## src/rtl/tjmono_hit_assembler.sv

```systemverilog
// TJ-Monopix hit assembler: pops RX FIFO words, rebuilds 4-word hit records and
// hands them out over valid/ready. Optional ToT filter: define TJMONO_HIT_TOT_FILTER_EN.
module tjmono_hit_assembler #(
  parameter logic [1:0]  IDENTIFIER = 2'b00,
  parameter int unsigned CNT_W      = 8
) (
  input  logic             BUS_CLK,
  input  logic             RST,
  input  logic             EN,
  input  logic             IN_EMPTY,
  input  logic [31:0]      IN_DATA,
  output logic             IN_READ,
  input  logic [5:0]       MIN_TOT,
  output logic             OUT_VALID,
  input  logic             OUT_READY,
  output logic [5:0]       OUT_COL,
  output logic [8:0]       OUT_ROW,
  output logic [5:0]       OUT_LE,
  output logic [5:0]       OUT_TE,
  output logic [5:0]       OUT_TOT,
  output logic             OUT_NOISE,
  output logic [51:0]      OUT_TOKEN_TS,
  output logic [31:0]      OUT_TOKEN_CNT,
  output logic [CNT_W-1:0] SEQ_ERR_CNT,
  output logic [CNT_W-1:0] ID_ERR_CNT,
  output logic [31:0]      HIT_CNT
`ifdef TJMONO_HIT_TOT_FILTER_EN
  ,
  output logic [31:0]      TOT_DROP_CNT
`endif
);

  logic         rd_pending;
  logic [1:0]   exp_tag;
  logic [83:0]  asm_buf;

  logic [1:0]   word_id;
  logic [1:0]   word_tag;
  logic [27:0]  word_payload;
  logic [111:0] rec;
  logic [5:0]   rec_col;
  logic [8:0]   rec_row;
  logic [5:0]   rec_te;
  logic [5:0]   rec_le;
  logic         rec_noise;
  logic [51:0]  rec_ts;
  logic [31:0]  rec_cnt;
  logic [5:0]   rec_tot;
  logic         rec_drop;

  function automatic logic [CNT_W-1:0] sat_inc(input logic [CNT_W-1:0] v);
    return (&v) ? v : v + 1'b1;
  endfunction

  assign word_id      = IN_DATA[31:30];
  assign word_tag     = IN_DATA[29:28];
  assign word_payload = IN_DATA[27:0];

  // The tag3 payload completes the record straight from the bus, so slot 3 is never stored.
  assign rec       = {word_payload, asm_buf};
  assign rec_col   = rec[5:0];
  assign rec_row   = rec[14:6];
  assign rec_te    = rec[20:15];
  assign rec_le    = rec[26:21];
  assign rec_noise = rec[27];
  assign rec_ts    = rec[79:28];
  assign rec_cnt   = rec[111:80];
  assign rec_tot   = rec_te - rec_le;

`ifdef TJMONO_HIT_TOT_FILTER_EN
  assign rec_drop = (rec_tot < MIN_TOT);
`else
  logic unused_min_tot;
  assign unused_min_tot = ^MIN_TOT;
  assign rec_drop       = 1'b0;
`endif

  // One read in flight at a time, and never while a held record could be overwritten.
  assign IN_READ = !RST && EN && !IN_EMPTY && !rd_pending && (!OUT_VALID || OUT_READY);

  // NOTE: all state lives in one clocked block using non-blocking assignments only, so
  // later statements that overwrite earlier ones (e.g. valid clear vs. set) resolve by order.
  always_ff @(posedge BUS_CLK) begin
    if (RST) begin
      rd_pending    <= 1'b0;
      exp_tag       <= 2'd0;
      asm_buf       <= '0;
      OUT_VALID     <= 1'b0;
      OUT_COL       <= '0;
      OUT_ROW       <= '0;
      OUT_LE        <= '0;
      OUT_TE        <= '0;
      OUT_TOT       <= '0;
      OUT_NOISE     <= 1'b0;
      OUT_TOKEN_TS  <= '0;
      OUT_TOKEN_CNT <= '0;
      SEQ_ERR_CNT   <= '0;
      ID_ERR_CNT    <= '0;
      HIT_CNT       <= '0;
`ifdef TJMONO_HIT_TOT_FILTER_EN
      TOT_DROP_CNT  <= '0;
`endif
    end else begin
      rd_pending <= IN_READ;

      if (OUT_VALID && OUT_READY) begin
        OUT_VALID <= 1'b0;
        HIT_CNT   <= HIT_CNT + 32'd1;
      end

      if (rd_pending) begin
        if (word_id != IDENTIFIER) begin
          ID_ERR_CNT <= sat_inc(ID_ERR_CNT);
          exp_tag    <= 2'd0;
          asm_buf    <= '0;
        end else if (word_tag == exp_tag) begin
          exp_tag <= exp_tag + 2'd1;
          case (word_tag)
            2'd0: asm_buf[27:0]  <= word_payload;
            2'd1: asm_buf[55:28] <= word_payload;
            2'd2: asm_buf[83:56] <= word_payload;
            default: begin
              // Output slot is guaranteed free here: the read was gated on it.
              if (rec_drop) begin
`ifdef TJMONO_HIT_TOT_FILTER_EN
                TOT_DROP_CNT <= TOT_DROP_CNT + 32'd1;
`endif
              end else begin
                OUT_VALID     <= 1'b1;
                OUT_COL       <= rec_col;
                OUT_ROW       <= rec_row;
                OUT_LE        <= rec_le;
                OUT_TE        <= rec_te;
                OUT_TOT       <= rec_tot;
                OUT_NOISE     <= rec_noise;
                OUT_TOKEN_TS  <= rec_ts;
                OUT_TOKEN_CNT <= rec_cnt;
              end
            end
          endcase
        end else begin
          SEQ_ERR_CNT <= sat_inc(SEQ_ERR_CNT);
          if (word_tag == 2'd0) begin
            asm_buf <= {56'd0, word_payload};
            exp_tag <= 2'd1;
          end else begin
            asm_buf <= '0;
            exp_tag <= 2'd0;
          end
        end
      end
    end
  end

endmodule

```

## config.mk

```make
export PLATFORM = sky130hd
export DESIGN_NAME = tjmono_hit_assembler
export DESIGN_NICKNAME = d
export VERILOG_FILES = /design/src/rtl/tjmono_hit_assembler.sv
export SDC_FILE = /design/constraint.sdc
export NUM_CORES = 1
export LEC_CHECK = 0
export ABC_AREA = 1
export ABC_CLOCK_PERIOD_IN_PS = 1750
export BUFFER_PORTS_ARGS = -buffer_cell sky130_fd_sc_hd__buf_2
export CAP_MARGIN = 15
export CORE_ASPECT_RATIO = 0.75
export CORE_UTILIZATION = 33
export DETAILED_ROUTE_END_ITERATION = 12
export PLACE_DENSITY = 0.51
export RECOVER_POWER = 50
export SLEW_MARGIN = 30
export SYNTH_ARGS = -nofsm -noshare
export SYNTH_HDL_FRONTEND = slang
export SYNTH_SLANG_ARGS = --single-unit
```

## constraint.sdc

```tcl
create_clock -name BUS_CLK -period 1.75 [get_ports BUS_CLK]
set_input_delay 0.2625 -clock BUS_CLK [delete_from_list [all_inputs] [get_ports BUS_CLK]]
set_output_delay 0.2625 -clock BUS_CLK [all_outputs]
set_load 0.05 [all_outputs]
```

==> flow_metrics.env, run 1 <==
export IMPL_antenna_found_initial=2
export IMPL_viasPerCell=4.83
export IMPL_min_period_ns=1.70
export IMPL_syn2layout_area_growth_pct=25.2
export IMPL_cts_tree="yes"
export IMPL_grt_overflow_total=0
export IMPL_drtAntennaViolNets=0
export IMPL_slew_viol_final=0
export IMPL_hold_end="asm_buf[56]"
export IMPL_hold_start="IN_DATA[0]"
export IMPL_crit_path_max_fanout=2
export IMPL_timing_clock_skew_ns=0.0158
export IMPL_yosys_warnings=0
export IMPL_status="finished, violations left"
export IMPL_required_ns=1.49
export IMPL_die_height_um=155
export IMPL_whs_path_depth=3
export IMPL_finalHoldViolCount=0
export IMPL_clock_latency_ns=0.55
export IMPL_fin_cells=2045
export IMPL_r2r_start="exp_tag[1]"
export IMPL_critPathLaunchType="flip-flop"
export IMPL_cts_htree_levels=1
export IMPL_cp_end_kind="primary output"
export IMPL_fmax_mhz=588
export IMPL_initial_core_util_pct=33.9
export IMPL_fp_coreArea_sq_um=30600
export IMPL_timing_critical_path_cells="a2111oi_4, buf_6"
export IMPL_tightest_slew_ns=0.606
export IMPL_syn_inst=1438
export IMPL_layout_setup_ws_ns=0.0488
export IMPL_power_total_uw=12800
export IMPL_violations="design-rule violations"
export IMPL_drc_errors=14
export IMPL_clk_pin_slew_worst_paths_ns=0.06
export IMPL_cellPowerDensity_nw_per_um2=984
export IMPL_die_width_um=207
export IMPL_ys_types=29
export IMPL_grt_usage_pct=20.5
export IMPL_reg2reg_depth=6
export IMPL_dp_slack_ns=0.00629
export IMPL_root_buffer="clkbuf_16"
export IMPL_fp_row_count=55
export IMPL_synth_seq_cells=254
export IMPL_yosysSeqAreaShare_pct=49.1
export IMPL_arrival_ns=1.44
export IMPL_final_nets=1676
export IMPL_syn_avg_cell_area_sq_um=7.21
export IMPL_drt_pass1_iterations=9
export IMPL_drv_cap=0
export IMPL_antenna_cells=0
export IMPL_syn_num_nets=1490
export IMPL_die_area_sq_um=32100
export IMPL_period_share_pct=97.2
export IMPL_hold_class="input pin to flip-flop"
export IMPL_drt_iter0_markers=722
export IMPL_cpPeakStageDelay_ns=0.35
export IMPL_io_pins=211
export IMPL_grt_pass1_vias=9081
export IMPL_leakage_uw=0.00530
export IMPL_cts_num_sinks=254
export IMPL_crit_buf_inv=1
export IMPL_wirelength_um=33200
export IMPL_rrSetupSlack_ns=0.13
export IMPL_critPathSlowestCell="dfxtp_4"
export IMPL_r2r_end="OUT_TOKEN_TS[47]"
export IMPL_grt_max_degree=147
export IMPL_vias=9869
export IMPL_port_buffers=204
export IMPL_grt_pass1_wl_um=51500
export IMPL_setup_viol=0
export IMPL_postLayoutCoreUtil_pct=42.5
export IMPL_syn_cell_area_sq_um=10400
export IMPL_numCtsBuffers=28
export IMPL_gp_congestion=0.849
export IMPL_slew_limit_headroom_pct=59.8
export IMPL_dp_cells=1988
export IMPL_cp_top_family="flip-flops"
export IMPL_wl_per_cell_um=16.3
export IMPL_irDropWorstVdd_mv=0.660
export IMPL_tns_ns=0
export IMPL_rsz0062_at_grt="yes"
export IMPL_drive_gt1_share_pct=18.9
export IMPL_cts_buffer_depth=3
export IMPL_crit_type="flip-flop to primary output"
export IMPL_hpwlAfterDp_um=22100
-- logic make-up (layout without fill, tap and decap cells) --
family                     Yosys count  count (layout)  synth area share [%]
and+or+nand+nor                    762             762                  30.4
adders and majority gates            9               9                  1.16
DFF                                254             254                  49.1
AOI/OAI and AO/OA                  225             225                  11.0
xor gates and xnor gates            16              16                  1.50
buffers and inverters              172             380                  6.90
-- through the flow --
step                      area [sq um]  hold slack, ns
after floorplan                  10400           0.352
after global placement           11900           0.441
after detailed placement         11900           0.444
after CTS                        13000         0.00992
after global routing             13000          0.0211
final                            13000          0.0289
-- power breakdown --
| group | leakage (uW) | total (uW) | internal, uW | switching (uW) |
|---|---|---|---|---|
| Sequential | 0.00205 | 5860 | 5830 | 33.0 |
| Clock | 0.000474 | 6180 | 3720 | 2460 |
| Combinational | 0.00277 | 720 | 218 | 502 |
| Total | 0.00530 | 12800 | 9770 | 2990 |
-- registers in the layout, summed over array words and instances, names as in the netlist, 8 cells and up --
| name | count |
|---|---|
| HIT_CNT | 32 |
| ID_ERR_CNT | 8 |
| OUT_ROW | 9 |
| OUT_TOKEN_CNT | 32 |
| OUT_TOKEN_TS | 52 |
| SEQ_ERR_CNT | 8 |
| asm_buf | 84 |
-- how the worst max path moves through the flow --
stage	startpoint	endpoint	slack [ns]	cells past startpoint
floorplan	RST	IN_READ	-0.02	5
global placement	IN_DATA[29]	OUT_TOKEN_TS[8]	0.05	8
detailed placement	IN_DATA[31]	OUT_TOKEN_TS[33]	0.006	8
CTS	rd_pending	IN_READ	-0.005	3
global route	OUT_VALID	IN_READ	-0.02	2
finish	OUT_VALID	IN_READ	0.05	2
-- what timing repair did --
item | in CTS | in global routing
gates cloned | 0 | 1
hold buffers | 1 | 0
pin swaps | 1 | 3
resized for setup | 5 | 12
setup buffers | 3 | 0
hold endpoints to repair | 1 | 0
endpoints found under the setup margin | 1 | 85
-- worst reg2reg max path, delay by kind of cell (launching register included) --
kind	cells	cell delay [ns]
buffers and inverters	2	0.42
DFF	1	0.34
and+or+nand+nor	2	0.27
AOI/OAI and AO/OA	1	0.27
xor gates and xnor gates	1	0.21
-- routing by layer --
metal | wire [um] | track usage (%)
met5 | 13 | 0
met4 | 741 | 5.50
met3 | 3010 | 6.56
met2 | 13800 | 29.5
met1 | 15700 | 28.9
-- synth_stat cells --
master	number	share of area [%]
a21oi_1	85	4.1
nand3_1	178	8.6
ha_1	8	0.97
nor2_1	367	13
buf_4	12	0.87
xnor2_1	5	0.42
fa_1	1	0.19
o21ai_1	2	0.097
nand2_1	188	6.8
xor2_1	9	0.76
clkbuf_1	47	1.7
clkbuf_2	1	0.048
nor2_2	1	0.060
clkbuf_4	1	0.072
inv_1	80	2.9
a31oi_1	3	0.18
nand2_2	1	0.060
nor3b_1	1	0.072
nand3b_1	4	0.29
nand4_1	11	0.66
nor3_1	11	0.53
inv_2	4	0.14
buf_2	16	0.77
buf_1	11	0.40
o21a_1	2	0.14
a2111oi_0	2	0.17
o21ai_0	131	6.3
dfxtp_1	254	49
xnor2_2	2	0.31
-- cell type report --
cell class | instances | area (sq um)
Clock buffer | 41 | 831
Clock inverter | 11 | 135
Fill cell | 3296 | 17600
Inverter | 84 | 323
Multi-Input combinational cell | 1012 | 4620
Sequential cell | 254 | 5100
Tap cell | 399 | 499
Timing Repair Buffer | 244 | 1470
-- placed cells by master, fill, tap and decap left out, types with 7 or more instances in the layout --
cell / n
inv_1: 79
nor2_1: 361
clkbuf_16: 30
clkbuf_1: 15
o21ai_0: 130
buf_12: 10
nand4_1: 11
ha_1: 8
clkbuf_2: 150
dfxtp_1: 244
dfxtp_2: 9
buf_4: 23
nand3_1: 178
nor3_1: 9
nor2_2: 7
a21oi_1: 85
xor2_1: 9
nand2_1: 185
buf_2: 44
Power figures use the tool's default switching activity.
==> run 2: changes to the inputs <==
BUFFER_PORTS_ARGS = -buffer_cell sky130_fd_sc_hd__buf_4   (was -buffer_cell sky130_fd_sc_hd__buf_2)
==> flow_metrics.env, run 2 (synthesis results as in run 1) <==
export IMPL_status="finished, violations left"
export IMPL_violations="design-rule violations"
export IMPL_crit_type="input pin to primary output"
export IMPL_die_area_sq_um=32100
export IMPL_grt_max_degree=80
export IMPL_fp_row_count=55
export IMPL_slew_limit_headroom_pct=61.3
export IMPL_layout_setup_ws_ns=0.0394
export IMPL_clk_pin_slew_worst_paths_ns=0.06
export IMPL_critPathLaunchType="input pin"
export IMPL_cts_tree="yes"
export IMPL_period_share_pct=97.7
export IMPL_power_total_uw=12500
export IMPL_wirelength_um=33600
export IMPL_r2r_end="OUT_TOT[4]"
export IMPL_leakage_uw=0.00535
export IMPL_top_register="asm_buf"
export IMPL_critPathSlowestCell="dlygate4sd3_1"
export IMPL_timing_clock_skew_ns=0.0185
export IMPL_root_buffer="clkbuf_16"
export IMPL_hpwlAfterDp_um=22800
export IMPL_drc_errors=14
export IMPL_irDropWorstVdd_mv=0.657
export IMPL_crit_path_max_fanout=2
export IMPL_final_nets=1678
export IMPL_grt_usage_pct=20.3
export IMPL_finalHoldViolCount=0
export IMPL_port_buffers=204
export IMPL_gp_congestion=0.823
export IMPL_cts_htree_levels=1
export IMPL_slew_viol_final=0
export IMPL_fp_coreArea_sq_um=30600
export IMPL_grt_pass1_vias=8928
export IMPL_grt_pass1_wl_um=51200
export IMPL_io_pins=211
export IMPL_drt_pass1_iterations=9
export IMPL_fmax_mhz=585
export IMPL_dp_slack_ns=0.0951
export IMPL_drtAntennaViolNets=0
export IMPL_mostFrequentLayoutCells="nor2_1, dfxtp_1, nand2_1"
export IMPL_path_depth=4
export IMPL_reg_top3="asm_buf: 84 flops, OUT_TOKEN_TS: 52 flops"
export IMPL_clock_latency_ns=0.56
export IMPL_largest_register_ffs=84
export IMPL_tightest_slew_ns=0.579
export IMPL_r2r_start="asm_buf[15]"
export IMPL_fin_cells=2044
export IMPL_dp_cells=1993
export IMPL_holdWs_ns=0.0250
export IMPL_setup_viol=0
export IMPL_timing_critical_path_cells="dlygate4sd3_1, buf_4, a2111oi_4, buf_6"
export IMPL_antenna_cells=0
export IMPL_grt_overflow_total=0
export IMPL_tns_ns=0
export IMPL_reg2reg_depth=9
export IMPL_arrival_ns=1.45
export IMPL_viasPerCell=4.85
export IMPL_cellPowerDensity_nw_per_um2=957
export IMPL_numCtsBuffers=28
export IMPL_hold_class="input pin to flip-flop"
export IMPL_cp_end_kind="primary output"
export IMPL_cpPeakStageDelay_ns=0.55
export IMPL_setup_worst_path_start="IN_EMPTY"
export IMPL_syn2layout_area_growth_pct=25.8
export IMPL_rrSetupSlack_ns=0.13
export IMPL_drt_iter0_markers=656
export IMPL_antenna_found_initial=0
export IMPL_cts_num_sinks=254
export IMPL_drive_gt1_share_pct=19.1
export IMPL_final_common_cell="nor2_1"
export IMPL_die_height_um=155
export IMPL_required_ns=1.49
export IMPL_wl_per_cell_um=16.4
export IMPL_initial_core_util_pct=33.9
export IMPL_die_width_um=207
export IMPL_nFillCells=3272
export IMPL_vias=9907
export IMPL_drv_cap=0
export IMPL_cp_top_family="buffers and inverters"
export IMPL_crit_end="IN_READ"
export IMPL_rsz0062_at_grt="no"
export IMPL_cts_buffer_depth=3
export IMPL_crit_buf_inv=3
export IMPL_min_period_ns=1.71
## run 2: cell types whose count changed in the layout (fill, tap and decap cells not counted), moves of 2 or more
cell,change
clkbuf_1,-8
clkbuf_2,+17
clkinv_2,-2
nor2_1,+3
buf_4,+39
buf_2,-44
buf_12,+2
bufinv_16,-2
buf_6,-3
nor2_2,-3
## run 2: timing repair
| action | CTS | global route |
|---|---|---|
| hold buffers | 1 | 0 |
| buffers inserted | 0 | 1 |
| resized for setup | 3 | 8 |
| endpoints found under the setup margin | 1 | 22 |
| pin swaps | 0 | 2 |
| cloned | 0 | 1 |
| endpoints found under the hold margin | 1 | 0 |
## run 2: layout make-up
cell class	instances	area [sq um]	share of cell area, %
flip-flops and latches	254	5100	39.1
multi-input cells	1012	4610	35.3
repair buffers	246	1600	12.3
clock buffers	42	845	6.47
well taps	399	499	3.83
inverters	84	323	2.47
clock inverters	7	66.3	0.508
## run 2: per-stage QoR
step	utilization [%]	cell area, sq um
floorplan	-	10400
global placement	41.0	12500
detailed placement	41.0	12500
CTS	44.0	13400
global route	42.7	13000
finish	42.7	13000
## run 2: how the worst min path moves through the flow
stage / from / endpoint / slack [ns] / depth (start not counted)
2_1_floorplan: IN_EMPTY / rd_pending / 0.35 / 1
3_3_place_gp: HIT_CNT[6] / HIT_CNT[6] / 0.44 / 2
3_5_place_dp: HIT_CNT[6] / HIT_CNT[6] / 0.45 / 2
4_1_cts: IN_DATA[26] / asm_buf[54] / 0.004 / 3
5_1_grt: IN_DATA[23] / asm_buf[79] / 0.02 / 3
6_report: IN_DATA[21] / OUT_TOKEN_CNT[25] / 0.02 / 3
## run 2: worst register-to-register path, stage by stage, from the launching register on
cell and delay (ns):
dfxtp_1 0.35, inv_1 0.05, ha_1 0.22, fa_2 0.35, o21ai_0 0.17, nand2_1 0.08, nand2_1 0.06, nand2_1 0.04
a21oi_1 0.12, nor2_1 0.06
## run 2: power breakdown
part / internal (uW) / switching [uW]
Combinational: 251 / 502
Sequential: 5830 / 34.7
Clock: 3460 / 2410
Total: 9540 / 2950
## run 2: routing by layer
layer	global-route usage, %	vias up	routed length [um]
met5	0	-	0
met4	5.64	0	811
li1	-	5047	-
met3	5.36	52	2630
met1	29.3	4564	16100
met2	29.4	244	14000
